<file path="config.mk">
export PLATFORM = sky130hd
export DESIGN_NAME = rc5_decryptor
export DESIGN_NICKNAME = d
export VERILOG_FILES = /design/src/rtl/rc5_decryptor.sv
export SDC_FILE = /design/constraint.sdc
export NUM_CORES = 1
export LEC_CHECK = 0
export CORE_MARGIN = 2
export CORE_UTILIZATION = 54
export CTS_CLUSTER_SIZE = 14
export DETAILED_ROUTE_END_ITERATION = 12
export GPL_TIMING_DRIVEN = 1
export PLACE_DENSITY_LB_ADDON = 0.3
export SLEW_MARGIN = 10
export SYNTH_ARGS = -nofsm -noshare
export SYNTH_HDL_FRONTEND = slang
export SYNTH_SLANG_ARGS = --single-unit
</file>
<file path="constraint.sdc">
create_clock -name clk -period 3.6 [get_ports clk]
set_clock_uncertainty 0.2 [all_clocks]
set_input_delay 0.54 -clock clk [delete_from_list [all_inputs] [get_ports clk]]
set_output_delay 0.54 -clock clk [all_outputs]
set_load 0.01 [all_outputs]
</file>
<file path="src/rtl/rc5_decryptor.sv">
// RC5 block decryptor that walks the expanded-key table from S[T-1] down to S[0].
// The table is read through a one-cycle-latency synchronous RAM port.
module rc5_decryptor #(
    parameter int W = 32,
    parameter int R = 12,
    parameter int T = 26
) (
    input  logic                 clk,
    input  logic                 rst,
    input  logic                 iStart,
    input  logic [W-1:0]         iA,
    input  logic [W-1:0]         iB,
    output logic [$clog2(T)-1:0] oS_address,
    input  logic [W-1:0]         iS_sub_i,
    output logic [W-1:0]         oA,
    output logic [W-1:0]         oB,
    output logic                 oBusy,
    output logic                 oDone
);

    localparam int AW = $clog2(T);
    localparam int SW = $clog2(W);

    if (T != 2 * R + 2) begin : g_param_check
        $error("rc5_decryptor: T must equal 2*R+2");
    end

    typedef enum logic [2:0] {
        IDLE,
        ADDR,
        WAIT,
        SUB,
        ROTX,
        FINAL_SUB,
        DONE
    } state_t;

    state_t         state;
    logic [W-1:0]   a;
    logic [W-1:0]   b;
    logic [W-1:0]   tmp;
    logic [AW-1:0]  k;

    function automatic logic [W-1:0] rotr(input logic [W-1:0] x, input logic [SW-1:0] n);
        logic [2*W-1:0] d;
        d = {x, x} >> n;
        return d[W-1:0];
    endfunction

    // Odd key indices update B, even ones update A.
    always_ff @(posedge clk) begin
        if (rst) begin
            state      <= IDLE;
            a          <= '0;
            b          <= '0;
            tmp        <= '0;
            k          <= AW'(T - 1);
            oS_address <= AW'(T - 1);
            oA         <= '0;
            oB         <= '0;
            oBusy      <= 1'b0;
            oDone      <= 1'b0;
        end else begin
            oDone <= 1'b0;
            case (state)
                IDLE: begin
                    if (iStart) begin
                        a     <= iA;
                        b     <= iB;
                        k     <= AW'(T - 1);
                        oBusy <= 1'b1;
                        state <= ADDR;
                    end
                end
                ADDR: begin
                    oS_address <= k;
                    state      <= WAIT;
                end
                WAIT: begin
                    state <= (k >= AW'(2)) ? SUB : FINAL_SUB;
                end
                SUB: begin
                    tmp   <= (k[0] ? b : a) - iS_sub_i;
                    state <= ROTX;
                end
                ROTX: begin
                    if (k[0]) begin
                        b <= rotr(tmp, a[SW-1:0]) ^ a;
                    end else begin
                        a <= rotr(tmp, b[SW-1:0]) ^ b;
                    end
                    k     <= k - AW'(1);
                    state <= ADDR;
                end
                FINAL_SUB: begin
                    if (k[0]) begin
                        b <= b - iS_sub_i;
                    end else begin
                        a <= a - iS_sub_i;
                    end
                    if (k == '0) begin
                        state <= DONE;
                    end else begin
                        k     <= k - AW'(1);
                        state <= ADDR;
                    end
                end
                DONE: begin
                    oA    <= a;
                    oB    <= b;
                    oDone <= 1'b1;
                    oBusy <= 1'b0;
                    state <= IDLE;
                end
                default: begin
                    oBusy <= 1'b0;
                    state <= IDLE;
                end
            endcase
        end
    end

endmodule

</file>
==> flow_metrics.tcl, run 1 <==
set metrics [dict create \
    maxCapViolations 0 \
    setup_tns_ps 0 \
    grt_start_max_net_pins 70 \
    drive_gt1_share_pct 18.83 \
    power.density_nw_per_um2 332.6 \
    drtAntennaViolNets 0 \
    layout_commonest_cell "nand2_1" \
    io_buffers 169 \
    worst_hold_path_type "register to register" \
    status "complete, no violations" \
    pre_cts_ws_ps -448.6 \
    cp-start-kind "register" \
    layout_setup_ws_ps 121.3 \
    clk_latency_ps 470 \
    syn-num-nets 2255 \
    ys_seq_area_share_pct 20.43 \
    clk_pin_slew_ps 80 \
    layout_common_cells "293 x nand2_1, 223 x buf_4, 192 x a21oi_1, 170 x dfxtp_1, 167 x clkdlybuf4s50_1" \
    wl_per_cell_um 25.45 \
    gp_congestion 1.023 \
    holdWs_ps 251.6 \
    die-area_sq_um 33190 \
    cp_top_family "simple AND/OR/NAND/NOR gates" \
    cp_slowest_cell "dfxtp_4" \
    synth_cells 2053 \
    viasPerCell 6.654 \
    finalCritPeriodShare_pct 96.63 \
    grt_antenna_before_repair 0 \
    rows 65 \
    finalHoldViolations 0 \
    power_mw 6.982 \
    p_leak_nw 8.288 \
    dr.pass1.iters 6 \
    setup_viol 0 \
    num_vias 18259 \
    grt-ovfl-total 0 \
    critPathKind "register to register" \
    yosys_warnings 0 \
    drc 0 \
    drv_slew 0 \
    coreArea_sq_um 31390 \
    dpl.hpwl_mm 53.83 \
    cts.sinks 175 \
    clock-root-buffer "clkbuf_16" \
    synth_edf_count 0 \
    cts_tree "yes" \
    synth_ff_type "dfxtp_1" \
    grt.total_usage_pct 41.61 \
    fin_area_sq_um 21000 \
    rsz0062_at_grt "true" \
    grt_pass1_wl_mm 104.6 \
    max_stage_delay_ps 460 \
    synth_area_sq_um 17150 \
    drt-total-wl_mm 69.84 \
    fmax_ghz 0.2875 \
    crit_required_ps 3810 \
    relSlewSlack_pct 36.25 \
    crit_top_cell "buf_4" \
    drt-initial-drc-count 2381 \
    peakVddDrop_uv 357.7 \
    diodes 0 \
    die_h_um 182.2 \
    crit_fanout 7 \
    syn_to_final_growth_pct 22.45 \
    io_pins 170 \
    finalCriticalPeriod_ps 3479 \
    grt_pass1_vias 17090 \
    crit_path_end_kind "register" \
    syn_avg_cell_area_sq_um 8.351 \
    start_util_pct 54.62 \
    h-tree-depth 4 \
    die_w_um 182.2 \
    ys_ff_latch 175 \
    crit_arrival_ps 3690 \
    path_buf_inv 4 \
    numCtsBuffers 17 \
    cp_cell_sequence "buf_4 > nand2_1 > a21boi_2 > buf_4 > fa_1 > nor2b_1 > o2111ai_2 > nand2_1 > a221oi_2 > buf_4 > a21boi_1 > buf_4 > a21o_1 > a21oi_1 > or4_1 > nand3_1" \
    ys_async_sr_fraction_pct 0 \
    yosysUniqueCellTypes 84 \
    worst_slew_pin_slew_ps 955.3 \
    fillCellCount 2690 \
    fin_nets 2531 \
    cts_max_path_buffers 2 \
    dpl_cell_area_sq_um 20330 \
]
-- path summary, 6_finish.rpt --
path / startpoint / endpoint / slack (ps) / depth (start not counted)
max: k[0] / tmp[24] / 120 / 16
min: oA[16] / oA[16] / 250 / 2
max reg2reg: k[0] / tmp[24] / 120 / 16
min reg2reg: oA[16] / oA[16] / 250 / 2
-- synthesized netlist by cell type (all sizes together), types with 14 or more instances --
cell,count,area [sq um]
xor2,44,385.4
clkbuf,98,491.7
mux2i,111,1111
a211oi,33,247.7
mux4,87,1997
a21oi,194,970.9
inv,66,247.7
dfxtp,175,3503
a221oi,30,281.5
buf,41,321.6
o211ai,30,245.2
xnor2,84,735.7
o21a,14,105.1
nand2,295,1112
a21o,44,330.3
ha,100,1251
mux2,56,630.6
a31oi,19,118.9
nor4,22,156.4
o21ai,98,494.2
and3,16,100.1
nor3,55,280.3
nand3,36,180.2
nand2b,17,106.4
nor2,133,499.2
nor2b,18,112.6
-- stage by stage --
step / instances / utilization, %
after floorplan: 2053 / -
after global placement: 2711 / 64.76
after detailed placement: 2711 / 64.76
after CTS: 2743 / 66.63
after global routing: 2744 / 66.88
final: 2744 / 66.88
-- sequential cells by signal (all words and copies together), names as in the netlist --
register    flops
a              32
b              32
k               5
oA             32
oB             32
oBusy           1
oDone           1
oS_address      5
state           3
tmp            32
-- cells by family after synthesis --
group | after synthesis | share of synthesized area (%)
compound gates | 553 | 20.81
simple gates | 633 | 16.51
xor+xnor | 128 | 6.539
mux | 254 | 21.81
flops | 175 | 20.43
buf+inv | 207 | 6.261
fa+ha+maj | 103 | 7.648
-- layer usage --
layer  share of wire (%)  routed length (um)  vias to the layer above  global-route usage, %
met2                  43               29980                     1142                  62.82
met5                   0                   0                        -                      0
li1                    -                   -                     8152                      -
met3                  11                7879                      191                  9.719
met4                 5.1                3585                        0                  19.45
met1                  41               28400                     8774                  56.44
-- power breakdown --
| group | switching (mW) | leakage (nW) | internal (mW) |
|---|---|---|---|
| Clock | 0.939 | 0.275 | 0.968 |
| Combinational | 1.58 | 6.59 | 1.30 |
| Sequential | 0.162 | 1.43 | 2.02 |
| Total | 2.69 | 8.29 | 4.30 |
-- repair_timing --
action,in CTS,in global routing
setup endpoints to repair,11,25
cloned,0,0
setup buffers,0,1
pin swaps,0,5
hold buffers,0,0
resized for setup,5,21
-- worst register-to-register path, stage by stage (launching register included) --
cell       delay (ps)
dfxtp_4           460
buf_4             190
nand2_1            70
a21boi_2          180
buf_4             150
fa_1              370
nor2b_1           250
o2111ai_2         180
nand2_1           170
a221oi_2           80
buf_4             160
a21boi_1          160
buf_4             170
a21o_1            110
a21oi_1            70
or4_1             400
nand3_1            70
-- area by class of cell --
| type | count | area, sq um | area share (%) |
|---|---|---|---|
| clock buffer | 18 | 429.2 | 2.044 |
| clock inverter | 14 | 135.1 | 0.6436 |
| inverter | 67 | 251.5 | 1.198 |
| multi-input combinational | 1671 | 12700 | 60.51 |
| sequential | 175 | 3512 | 16.73 |
| tap | 402 | 503.0 | 2.396 |
| timing repair buffer | 397 | 3461 | 16.48 |
Note: power is estimated with default switching activity, not from simulation.
==> inputs of run 2 (changes only) <==
- CORE_UTILIZATION: 54 -> 59
- clock period: 3.6 -> 3.55 ns (I/O delays scaled with it)
==> run 2 against run 1 <==
Compared with the run above: register-to-register slack got worse by 70 ps; sequential share of layout area about the same; worst hold slack improved by 2.6 ps; wire length decreased by 6.2%; first-iteration DRC count increased by 6.0%; clock-buffer cell count increased by 2; clock power increased by 10%; sequential power increased by 2%; core utilization increased by 6.5 points.
==> flow_metrics.tcl, run 2 (synthesized netlist as in run 1, its figures left out) <==
set metrics [dict create \
    grt.total_usage_pct 42.20 \
    die-area_sq_um 30440 \
    ff2ff_setup_slack_ps 60 \
    busiest_layer "met2" \
    grt_use_met1_pct 56.59 \
    power.density_nw_per_um2 344.1 \
    p_leak_nw 8.256 \
    num_vias 18342 \
    dpl.hpwl_mm 49.09 \
    finalHoldViolations 0 \
    drc 0 \
    cp_top_family "simple AND/OR/NAND/NOR gates" \
    io_pins 170 \
    h-tree-depth 4 \
    path_buf_inv 3 \
    crit_path_end_kind "register" \
    wl_per_cell_um 24.18 \
    diodes 0 \
    setup_tns_ps 0 \
    die_h_um 174.5 \
    dr.pass1.iters 6 \
    die_w_um 174.5 \
    cp_slowest_cell "dfxtp_4" \
    dpl_cell_area_sq_um 20230 \
    syn_to_final_growth_pct 22.51 \
    grt_pass1_wl_mm 99.39 \
    io_buffers 169 \
    setup_viol 0 \
    gp_congestion 1.082 \
    cts_tree "yes" \
    coreArea_sq_um 28630 \
    worst_hold_path_type "register to register" \
    holdWs_ps 254.2 \
    holdBufCountCts 0 \
    pre_cts_ws_ps -460.9 \
    fmax_ghz 0.2861 \
    finalCriticalPeriod_ps 3495 \
    layout_common_cells "293 x nand2_1, 203 x buf_4, 191 x a21oi_1, 170 x dfxtp_1, 168 x clkdlybuf4s50_1" \
    layout_commonest_cell "nand2_1" \
    grt_start_max_net_pins 88 \
    cts_max_path_buffers 2 \
    cp-start-kind "register" \
    viasPerCell 6.771 \
    max_stage_delay_ps 480 \
    finalCritPeriodShare_pct 98.45 \
    fin_util_pct 73.38 \
    numCtsBuffers 17 \
    drt-initial-drc-count 2525 \
    drv_slew 0 \
    crit_arrival_ps 3700 \
    critPathKind "register to register" \
    worst_slew_pin_slew_ps 1048 \
    crit_required_ps 3750 \
    clock-root-buffer "clkbuf_16" \
    layout_setup_ws_ps 55.08 \
    cp_cell_sequence "buf_6 > nand2_1 > a21boi_1 > buf_4 > fa_1 > nor2b_1 > o2111ai_2 > nand2_1 > a221oi_2 > buf_4 > a21boi_4 > a21o_1 > a21oi_1 > or4_1 > nand3_1" \
    peakVddDrop_uv 287.6 \
    clk_pin_slew_ps 80 \
    clk_latency_ps 460 \
    drtAntennaViolNets 0 \
    maxCapViolations 0 \
    rows 62 \
    grt_antenna_before_repair 1 \
    crit_fanout 8 \
    fin_nets 2514 \
    status "complete, no violations" \
    grt_pass1_vias 16941 \
    grt-ovfl-total 0 \
    use_met3_pct 9.952 \
    relSlewSlack_pct 29.88 \
    start_util_pct 59.90 \
    fin_area_sq_um 21000 \
    cts.sinks 175 \
    drt-total-wl_mm 65.51 \
    use_met2_pct 62.47 \
    drive_gt1_share_pct 18.54 \
]
==> run 2: changes by cell type in the layout (fill, tap and decap cells not counted), sizes merged <==
cell,previous run,this run
buf,229,212
bufinv,1,3
clkbuf,18,20
clkdlybuf4s50,167,168
clkinv,7,6
clkinvlp,2,0
dlymetal6s2s,1,0
inv,71,70
==> run 2: path summary, 6_finish.rpt <==
| check | cells after the start | startpoint | to |
|---|---|---|---|
| setup / recovery | 15 | k[0] | tmp[24] |
| hold / removal | 2 | oB[13] | oB[13] |
| setup reg to reg | 15 | k[0] | tmp[24] |
| hold reg to reg | 2 | oB[13] | oB[13] |
==> run 2: metal layers <==
metal	share of wire [%]	vias up
li1	-	8109
met2	42	1326
met3	12	296
met4	6.5	2
met1	39	8609
met5	0.020	-
==> run 2: per-stage QoR <==
stage | total power [mW] | cells
final | 7.228 | 2709
after CTS | 7.086 | 2710
after global placement | 4.936 | 2677
after detailed placement | 4.986 | 2677
after global routing | 7.509 | 2709
after floorplan | 3.989 | 2053
==> run 2: tightest hold or removal path, stage by stage (launching register included) <==
cell and delay, ps:
dfxtp_1 310, nand2_1 50, a21oi_1 50
==> run 2: layout make-up <==
cell class / count / area, sq um
clock buffers: 20 / 446.7
clock inverters: 12 / 176.4
fillers: 2221 / 7621
inverters: 67 / 251.5
multi-input cells: 1671 / 12770
flip-flops and latches: 175 / 3512
well taps: 384 / 480.5
repair buffers: 380 / 3363
==> run 2: power by group <==
part	internal, mW	switching, mW
sequential	2.05	0.174
clock	1.15	0.956
combinational	1.33	1.57
total	4.53	2.70
==> run 2: repair_timing <==
| item | in CTS | in global routing |
|---|---|---|
| buffers inserted | 1 | 0 |
| endpoints found under the setup margin | 11 | 20 |
| gates resized for setup | 6 | 30 |
| pin swaps | 0 | 10 |
